--- src/rtl/maxpool_stream.sv ---
// Streaming POOLxPOOL max-pool (stride POOL) over a raster-scan feature map.
// Keeps one row of partial column maxima instead of a full window buffer.
module maxpool_stream #(
    parameter int unsigned DW     = 16,
    parameter int unsigned POOL   = 2,
    parameter int unsigned IMG_W  = 28,
    parameter int unsigned IMG_H  = 28,
    parameter int unsigned SIGNED = 0
) (
    input  logic          clk,
    input  logic          rst_n,
    input  logic          frame_clr,
    input  logic          in_valid,
    output logic          in_ready,
    input  logic [DW-1:0] in_data,
    output logic          out_valid,
    input  logic          out_ready,
    output logic [DW-1:0] out_data,
    output logic          out_last
);

    localparam int unsigned OW = IMG_W / POOL;
    localparam int unsigned OH = IMG_H / POOL;
    localparam int unsigned CW = $clog2(IMG_W + 1);
    localparam int unsigned RW = $clog2(IMG_H + 1);
    localparam int unsigned XW = (OW > 1) ? $clog2(OW) : 1;

    logic [CW-1:0] col;
    logic [RW-1:0] row;
    logic [DW-1:0] acc;
    logic [DW-1:0] pbuf [OW];

    logic          accept_c;
    logic          in_range_c;
    logic          kx_first_c;
    logic          kx_last_c;
    logic          ky_first_c;
    logic          ky_last_c;
    logic          last_win_c;
    logic [XW-1:0] ox_c;
    logic [DW-1:0] hmax_c;
    logic [DW-1:0] vmax_c;

    function automatic logic [DW-1:0] max2(input logic [DW-1:0] a, input logic [DW-1:0] b);
        logic gt;
        if (SIGNED != 0) gt = $signed(a) > $signed(b);
        else             gt = a > b;
        return gt ? a : b;
    endfunction

    assign in_ready = !out_valid || out_ready;

    // Window position of the current pixel and the running maxima it produces
    always_comb begin
        accept_c   = in_valid && in_ready && !frame_clr;
        in_range_c = (col < CW'(OW * POOL)) && (row < RW'(OH * POOL));
        ox_c       = XW'(col / CW'(POOL));
        kx_first_c = (col % CW'(POOL)) == '0;
        kx_last_c  = (col % CW'(POOL)) == CW'(POOL - 1);
        ky_first_c = (row % RW'(POOL)) == '0;
        ky_last_c  = (row % RW'(POOL)) == RW'(POOL - 1);
        last_win_c = (ox_c == XW'(OW - 1)) && ((row / RW'(POOL)) == RW'(OH - 1));
        hmax_c     = kx_first_c ? in_data : max2(acc, in_data);
        vmax_c     = ky_first_c ? hmax_c : max2(pbuf[ox_c], hmax_c);
    end

    always_ff @(posedge clk) begin
        if (!rst_n || frame_clr) begin
            col       <= '0;
            row       <= '0;
            acc       <= '0;
            out_valid <= 1'b0;
            out_last  <= 1'b0;
            out_data  <= '0;
        end else begin
            if (out_ready) begin
                out_valid <= 1'b0;
                out_last  <= 1'b0;
            end
            if (accept_c) begin
                if (col == CW'(IMG_W - 1)) begin
                    col <= '0;
                    row <= (row == RW'(IMG_H - 1)) ? '0 : row + RW'(1);
                end else begin
                    col <= col + CW'(1);
                end
                if (in_range_c) begin
                    acc <= hmax_c;
                    // A completed window overrides the clear above, so no bubble appears
                    if (kx_last_c && ky_last_c) begin
                        out_data  <= vmax_c;
                        out_valid <= 1'b1;
                        out_last  <= last_win_c;
                    end
                end
            end
        end
    end

    // Partial column maxima; contents never need clearing since ky==0 overwrites
    always_ff @(posedge clk) begin
        if (rst_n && accept_c && in_range_c && kx_last_c && !ky_last_c) begin
            pbuf[ox_c] <= vmax_c;
        end
    end

endmodule

--- config.mk ---
export PLATFORM = sky130hd
export DESIGN_NAME = maxpool_stream
export DESIGN_NICKNAME = d
export VERILOG_FILES = /design/src/rtl/maxpool_stream.sv
export SDC_FILE = /design/constraint.sdc
export NUM_CORES = 1
export LEC_CHECK = 0
export BUFFER_PORTS_ARGS = -buffer_cell sky130_fd_sc_hd__buf_2
export CAP_MARGIN = 20
export CORE_ASPECT_RATIO = 0.7
export CORE_MARGIN = 1.5
export CORE_UTILIZATION = 30
export DETAILED_ROUTE_END_ITERATION = 16
export GPL_TIMING_DRIVEN = 0
export PLACE_DENSITY = 0.5
export SETUP_SLACK_MARGIN = 0.2
export SYNTH_ARGS = -nofsm -noshare
export SYNTH_HDL_FRONTEND = slang
export SYNTH_SLANG_ARGS = --single-unit
export TNS_END_PERCENT = 50
--- constraint.sdc ---
create_clock -name clk -period 4.85 [get_ports clk]
set_input_delay 0.2425 -clock clk [delete_from_list [all_inputs] [get_ports clk]]
set_output_delay 0.2425 -clock clk [all_outputs]
set_load 0.01 [all_outputs]
After elaboration in Yosys (flattened, before gate mapping) --
Memories as Yosys holds them, arrays and structs flattened. A register that Yosys moved wholly into a read port is not among the register bits. Cells that the tools add are included. Widths: inputs -> output; s select.
Cells by class: reduce and logical (&&, ||, !) cells 20, equality and inequality tests 4, $lt $le $gt $ge 4, $add $sub $neg 2, multiplexer cells 18
Operators with widths (number):
- $mux 16 | 4
- $gt 16x16->1 | 2
- $add 5x1->5 const B | 2
- $eq 5x5->1 const B | 2
- $logic_not 5->1 | 2
- $lt 5x5->1 const B | 2
- $mux 1 | 10
- $mux 5 | 2
- $logic_and 1x1->1 | 9
- $eq 4x4->1 const B | 2
- $mux 4 | 2
- $logic_not 1->1 | 4
- $reduce_and 2->1 | 2
- $reduce_and 3->1 | 1
- $logic_or 1x1->1 | 2
Storage, ports and cells: logic and storage cells 55, output and inout bits 19, memory bits (writable) 224, flip-flop bits (word level) 44, memories kept 1, bits of input ports 21
Memories:
- pbuf | words 14, width 16, read ports 1, clocked after memory_dff 1, write ports 1, RTL line 31 | logic [DW-1:0] pbuf [OW];

Logic depth before layout (Yosys ltp) --
Gate-level depths: netlist of the first run.
depth in word-level cells 10, mapped depth 18, depth with buffers taken out 15

Worst setup path after synthesis of the first run --
Ideal clock, no wire load.
path kind reg2reg, start register acc[1], end memory pbuf[0][14], data pin, data required time 4570 ps, stages on the path, launching flop included 17, data arrival time 4048 ps, setup slack 522 ps, buffers on the path 3, period minus slack after synthesis 4328 ps, setup time 280 ps, cell sequence dfxtp_1 ha_1 nor2b_1 o211ai_1 a2111o_1 a31oi_4 buf_8 mux2i_1 ha_1 a21oi_1 o21ai_0 a221o_1 o311ai_1 buf_2 buf_2 nor2_1 a21oi_1
On the way: cells in the longest elaborated chain, start to end 6
Ends and longest elaborated chain:
- from (decl) | RTL line 30 | logic [DW-1:0] acc;
- from (signal assigned) | RTL line 88 | acc <= hmax_c;
- $gt 16x16->1 | RTL line 47 | else gt = a > b;
- $mux 16 (*) | RTL line 48 | return gt ? a : b;
- $mux 16 (*) | RTL line 63 | hmax_c = kx_first_c ? in_data : max2(acc, in_data);
- $gt 16x16->1 | RTL line 47
- $mux 16 | RTL line 48
- $mux 16 (*) | RTL line 64 | vmax_c = ky_first_c ? hmax_c : max2(pbuf[ox_c], hmax_c);
- net vmax_c[14] | RTL line 42 | logic [DW-1:0] vmax_c;
- to (decl) | RTL line 31
The timed path passes the listed nets; every way through them passes the cells marked *.

Final worst setup path of the first run --
start register acc[11], end memory pbuf[9][14], data pin
Same word-level chain as after synthesis.

==> impl_metrics.env, run 1 <==
export IMPL_hold_violations=0
export IMPL_wl_per_cell_um=21.6
export IMPL_arrival_ns=4.82
export IMPL_crit_type="flip-flop to flip-flop"
export IMPL_drcViolationCount=0
export IMPL_insertion_delay_ns=0.54
export IMPL_leakagePower_nw=4.69
export IMPL_synth_simple_area_share_pct=6.66
export IMPL_clkTransAtPathRegs_ns=0.07
export IMPL_cts_tree="built"
export IMPL_ys_ff_latch=272
export IMPL_synth_edf_count=224
export IMPL_vias=6937
export IMPL_crit_buf_inv=4
export IMPL_synth_compound_area_share_pct=6.95
export IMPL_grt_usage_pct=15.2
export IMPL_fmax_ghz=0.226
export IMPL_rows=60
export IMPL_yosys_warnings=0
export IMPL_yosysTopAreaCell="edfxtp_1"
export IMPL_yosys_area_top_type_share_pct=57.9
export IMPL_grt_max_degree=16
export IMPL_syn_inst=755
export IMPL_die_height_um=168
export IMPL_rsz0062_at_grt="yes"
export IMPL_critical_path_top_delay_family="simple AND/OR/NAND/NOR gates"
export IMPL_syn2layout_area_growth_pct=22.9
export IMPL_yosys_top_cells_area="edfxtp_1 58%, mux4_2 9.3%, dfxtp_1 8.3%"
export IMPL_antenna_cells=0
export IMPL_die_area_mm2=0.0399
export IMPL_drive_gt1_share_pct=30.0
export IMPL_power_density_mw_per_mm2=336
export IMPL_syn_area_mm2=0.0116
export IMPL_run_status="finished clean"
export IMPL_ioPinCount=40
export IMPL_r2r_setup_slack_ns=0.42
export IMPL_critPathMaxFanout=10
export IMPL_synth_top_family_by_area="multiplexers"
export IMPL_fp_coreArea_mm2=0.0383
export IMPL_synthMostInstantiatedCell="edfxtp_1"
export IMPL_htree_levels=1
export IMPL_clock_sinks=272
export IMPL_end_kind="flip-flop"
export IMPL_async_flop_share_pct=0
export IMPL_peakVddDrop_v=0.000203
export IMPL_synth_main_ff_cell="edfxtp_1"
export IMPL_hpwl_um=21200
export IMPL_cpPeakStageDelay_ns=0.50
export IMPL_max_slew_margin_pct=38.5
export IMPL_crit_path_start_kind="flip-flop"
export IMPL_synthMuxAreaShare_pct=13.9
export IMPL_synth_commonest_cells="224 x edfxtp_1, 67 x a21oi_1, 48 x dfxtp_1, 48 x mux4_2, 40 x nor2_1"
export IMPL_crit_path_cell_trace="ha_1 > nand4_1 > or4_1 > nand2_1 > a31oi_4 > buf_12 > mux2i_2 > ha_1 > nor2b_1 > o21ai_0 > a21boi_2 > o311ai_4 > buf_6 > clkbuf_4 > nor2_1 > a21oi_4 > buf_6"
export IMPL_grt_pass1_vias=6968
export IMPL_slew_violations=0
export IMPL_die_width_um=238
export IMPL_numCtsBuffers=26
export IMPL_period_share_pct=91.4
export IMPL_postLayoutCoreUtil_pct=37.3
export IMPL_viasPerCell=5.03
export IMPL_grt_pass1_wl_um=45300
export IMPL_port_buffer_count=39
export IMPL_worst_clock_skew_ns=0.0138
export IMPL_tightest_slew_ns=0.918
export IMPL_hold_class="input pin to flip-flop"
export IMPL_overflow=0
export IMPL_cp_required_ns=5.24
export IMPL_start_util_pct=30.3
export IMPL_routed_wl_um=29800
export IMPL_synth_xor_area_share_pct=0.0754
export IMPL_drtPass1Iterations=7
export IMPL_avgSynthCellArea_um2=15.4
export IMPL_syn_nets=810
export IMPL_synthAdderAreaFrac_pct=3.66
export IMPL_antenna_found_initial=0
export IMPL_cpMaxStageDelayCell="or4_1"
export IMPL_final_min_clock_period_ns=4.43
export IMPL_root_buffer="clkbuf_16"
export IMPL_drt_iter0_markers=519
export IMPL_clockBufferDepth=3
export IMPL_ant_nets=0
export IMPL_synth_distinct_cells=49
export IMPL_fin_nets=920
export IMPL_setup_violations_final=0
export IMPL_fill_cells=3572
export IMPL_drv_cap=0
export IMPL_place_congestion=0.808
export IMPL_ys_seq_area_share_pct=66.2
export IMPL_whs_ns=0.0595
==> flip-flops by register name, indices dropped and copies added (netlist names), named ones only <==
name,flops
out_data,16
out_last,1
acc,16
out_valid,1
pbuf,224
col,5
row,5
==> cell families after synthesis <==
logic type	Yosys count
buffers and inverters	62
adder cells (fa/ha/maj)	34
multiplexers	100
AND/OR/NAND/NOR	155
AO/OA/AOI/OAI	131
flip-flops	272
XOR/XNOR	1
==> tightest hold or removal path: stages <==
cell and delay [ns]:
buf_2 0.11, mux2i_4 0.08, a21oi_1 0.12
==> through the flow <==
stage | power [mW] | TNS, ns | std cells | cell area (um^2) | setup WS (ns)
2_1_floorplan | 2.67 | 0 | 755 | 11600 | 0.522
3_3_place_gp | 2.72 | -189.94 | 1290 | 12400 | -1.15
3_5_place_dp | 2.73 | -100.25 | 1316 | 12800 | -0.939
4_1_cts | 4.82 | 0 | 1368 | 14000 | 0.169
5_1_grt | 4.95 | 0 | 1380 | 14300 | 0.182
6_report | 4.80 | 0 | 1380 | 14300 | 0.418
==> cells in the final DEF, fill, tap and decap left out, types with 4 or more instances in the layout <==
master     instances
and2_1            14
buf_6             17
mux2i_2            6
nor2_1            30
a211oi_2           6
a21oi_4            9
nand4_1            9
buf_8              7
nand3_1           22
mux4_2            48
clkbuf_16         27
nor2_2            10
mux2i_4           12
nor3_2             4
inv_1             20
buf_16             4
bufinv_16          4
buf_2             48
dfxtp_1           48
nor2b_1            4
edfxtp_1         224
nand2_1           37
ha_1              34
nand2b_1           5
a21oi_2            6
a21oi_1           52
mux2_2            15
o21ai_0           20
clkbuf_1          18
o221ai_1          15
buf_4             22
mux2i_1           19
clkinv_1           8
a211oi_1           7
clkbuf_2           4
==> worst paths after layout <==
check / from / endpoint / cells past startpoint
worst max-delay path: acc[11]$_SDFFE_PP0P_ / pbuf[9][14]$_DFFE_PP_ / 17
worst min-delay path: in_data[13] / acc[13]$_SDFFE_PP0P_ / 3
worst max register to register: acc[11]$_SDFFE_PP0P_ / pbuf[9][14]$_DFFE_PP_ / 17
worst min register to register: out_last$_SDFF_PP0_ / out_last$_SDFF_PP0_ / 2
==> what timing repair did <==
item	CTS	global route
hold endpoints to repair	1	0
setup buffers	4	11
gates resized for setup	55	37
hold buffers	1	0
pin swaps	1	2
setup endpoints to repair	238	234
gates cloned	0	1
==> report_power, final <==
group          switching, mW  internal (mW)
combinational          0.112         0.0722
sequential           0.00644           2.53
clock                  0.864           1.22
total                  0.983           3.82
==> metal layers <==
layer / global-route usage [%] / part of all wire, %
met1: 24.1 / 52
met4: 2.26 / 1.3
met3: 3.33 / 5.6
met2: 21.3 / 41
met5: 0 / 0
==> cell type report <==
type | instances | area (um^2) | area share [%]
timing repair buffer | 82 | 716 | 5.01
multi-input combinational | 421 | 4060 | 28.4
buffer | 42 | 258 | 1.81
clock inverter | 17 | 175 | 1.23
sequential | 272 | 7690 | 53.8
inverter | 20 | 75.1 | 0.526
clock buffer | 30 | 687 | 4.81
tap | 496 | 621 | 4.35
Note: power is estimated with default switching activity, not from simulation.
==> run 2: changes to the inputs <==
Settings changed: PLACE_DENSITY 0.5 to 0.44.
==> run 2 against run 1 <==
Worst hold slack got worse by 0.010 ns. Setup slack got worse by 0.027 ns. Largest cell class unchanged. Flip-flop and latch count did not move. Routed wire length rose by 2.7%. First-iteration DRC count fell by 0.39%. Final area rose by 1.2%. Combinational power barely moved. Global-route usage rose by 0.49 points. Highest routed layer unchanged. Sequential power barely moved. Utilization rose by 0.46 points.
==> impl_metrics.env, run 2 (same netlist as run 1, synthesis figures left out) <==
export IMPL_setup_tns_ns=0
export IMPL_total_power_mw=5.06
export IMPL_cp_required_ns=5.16
export IMPL_hold_class="input pin to flip-flop"
export IMPL_clock_sinks=272
export IMPL_tightest_slew_ns=0.893
export IMPL_max_slew_margin_pct=40.5
export IMPL_fin_nets=929
export IMPL_critPathMaxFanout=10
export IMPL_crit_path_cell_trace="ha_1 > nor2b_1 > o211ai_1 > a2111o_1 > a31oi_4 > buf_6 > buf_4 > mux2i_4 > ha_1 > nand4_1 > nor2_1 > a221o_1 > o311ai_4 > buf_6 > buf_4 > a21oi_4 > buf_4 > buf_4"
export IMPL_peakVddDrop_v=0.000371
export IMPL_die_area_mm2=0.0399
export IMPL_whs_ns=0.0491
export IMPL_fmax_ghz=0.224
export IMPL_fp_coreArea_mm2=0.0383
export IMPL_viasPerCell=4.98
export IMPL_crit_type="flip-flop to flip-flop"
export IMPL_hpwl_um=22000
export IMPL_cpPeakStageDelay_ns=0.42
export IMPL_critical_path_top_delay_family="compound AO/OA/AOI/OAI gates"
export IMPL_routed_wl_um=30600
export IMPL_cts_tree="built"
export IMPL_overflow=0
export IMPL_crit_start="acc[1]$_SDFFE_PP0P_"
export IMPL_rows=60
export IMPL_grt_max_degree=16
export IMPL_largest_reg_flops=224
export IMPL_arrival_ns=4.77
export IMPL_grt_pass1_wl_um=46100
export IMPL_die_width_um=238
export IMPL_crit_buf_inv=6
export IMPL_grt_pass1_vias=6982
export IMPL_antenna_found_initial=0
export IMPL_end_kind="flip-flop"
export IMPL_cpMaxStageDelayCell="a2111o_1"
export IMPL_drive_gt1_share_pct=32.1
export IMPL_final_common_cell="edfxtp_1"
export IMPL_period_share_pct=91.9
export IMPL_insertion_delay_ns=0.55
export IMPL_root_buffer="clkbuf_16"
export IMPL_top_regs="pbuf x224, acc x16, out_data x16"
export IMPL_port_buffer_count=39
export IMPL_ant_nets=0
export IMPL_drtPass1Iterations=4
export IMPL_hold_violations=0
export IMPL_run_status="finished clean"
export IMPL_fill_cells=3657
export IMPL_rsz0062_at_grt="yes"
export IMPL_start_util_pct=30.3
export IMPL_drv_cap=0
export IMPL_top_register="pbuf"
export IMPL_crit_top_cell="buf_4"
export IMPL_layout_cells_non_filler=1392
export IMPL_placed_cell_area_mm2=0.0129
export IMPL_clkTransAtPathRegs_ns=0.06
export IMPL_drcViolationCount=0
export IMPL_mostFrequentLayoutCells="224 x edfxtp_1, 52 x a21oi_1, 49 x buf_2, 48 x mux4_2, 48 x dfxtp_1"
export IMPL_place_congestion=0.783
export IMPL_power_density_mw_per_mm2=350
export IMPL_wl_per_cell_um=22.0
export IMPL_ioPinCount=40
export IMPL_fin_area_mm2=0.0145
export IMPL_syn2layout_area_growth_pct=24.4
export IMPL_dp_cells=1323
export IMPL_worst_clock_skew_ns=0.0171
export IMPL_slew_violations=0
export IMPL_clockBufferDepth=3
export IMPL_postLayoutCoreUtil_pct=37.7
export IMPL_final_min_clock_period_ns=4.46
export IMPL_crit_path_start_kind="flip-flop"
export IMPL_setup_ws_ns=0.391
export IMPL_htree_levels=1
export IMPL_drt_iter0_markers=517
export IMPL_pre_cts_slack_ns=-0.784
export IMPL_numCtsBuffers=27
export IMPL_setup_violations_final=0
export IMPL_die_height_um=168
export IMPL_vias=6934
export IMPL_hp_start="in_data[13]"
export IMPL_rr_startpoint="acc[1]$_SDFFE_PP0P_"
export IMPL_grt_usage_pct=15.7
export IMPL_leakagePower_nw=4.80
-- run 2: cell count changes in the layout (fill, tap and decap cells not counted), sizes merged --
cell	previous run	this run
buf	103	111
clkbuf	50	53
inv	20	22
bufinv	4	7
diode	0	1
clkinv	11	8
clkinvlp	2	0
-- run 2: cell type report --
type | count | area [um^2] | area share, %
multi-input combinational | 421 | 4090 | 28.3
tap | 496 | 621 | 4.29
inverter | 20 | 75.1 | 0.519
sequential | 272 | 7690 | 53.2
timing repair buffer | 90 | 746 | 5.16
antenna | 1 | 2.50 | 0.0173
clock buffer | 33 | 718 | 4.97
buffer | 42 | 250 | 1.73
clock inverter | 17 | 268 | 1.85
-- run 2: path summary, 6_finish.rpt --
check / endpoint / slack [ns] / cells after the start
max: pbuf[4][14]$_DFFE_PP_ / 0.39 / 18
min reg2reg: out_last$_SDFF_PP0_ / 0.49 / 2
min: acc[13]$_SDFFE_PP0P_ / 0.05 / 3
max reg2reg: pbuf[4][14]$_DFFE_PP_ / 0.39 / 18
-- run 2: metal layers --
| metal | share of wire, % | wire length, um | vias to the layer above | GRT usage, % |
|---|---|---|---|---|
| met3 | 5.8 | 1790 | 30 | 3.48 |
| met2 | 42 | 12700 | 133 | 21.8 |
| li1 | - | - | 3203 | - |
| met1 | 51 | 15600 | 3568 | 24.9 |
| met4 | 1.5 | 451 | 0 | 2.61 |
| met5 | 0 | 0 | - | 0 |
-- run 2: report_power, final --
group | internal (mW) | total, mW | switching [mW]
Sequential | 2.53 | 2.54 | 0.00607
Clock | 1.43 | 2.34 | 0.911
Combinational | 0.0702 | 0.182 | 0.112
Total | 4.03 | 5.06 | 1.03
-- run 2: timing repair --
action | CTS | global route
gates resized for setup | 52 | 43
setup endpoints to repair | 240 | 239
setup buffers | 3 | 14
hold buffers | 1 | 0
pin swaps | 1 | 4
endpoints found under the hold margin | 1 | 0
-- run 2: worst register-to-register path: stages (launching register included) --
cell and delay (ns):
dfxtp_1 0.34, ha_1 0.30, nor2b_1 0.13, o211ai_1 0.10, a2111o_1 0.42, a31oi_4 0.22, buf_6 0.19, buf_4 0.14
mux2i_4 0.27, ha_1 0.27, nand4_1 0.18, nor2_1 0.08, a221o_1 0.35, o311ai_4 0.33, buf_6 0.20, buf_4 0.28
a21oi_4 0.14, buf_4 0.16, buf_4 0.12
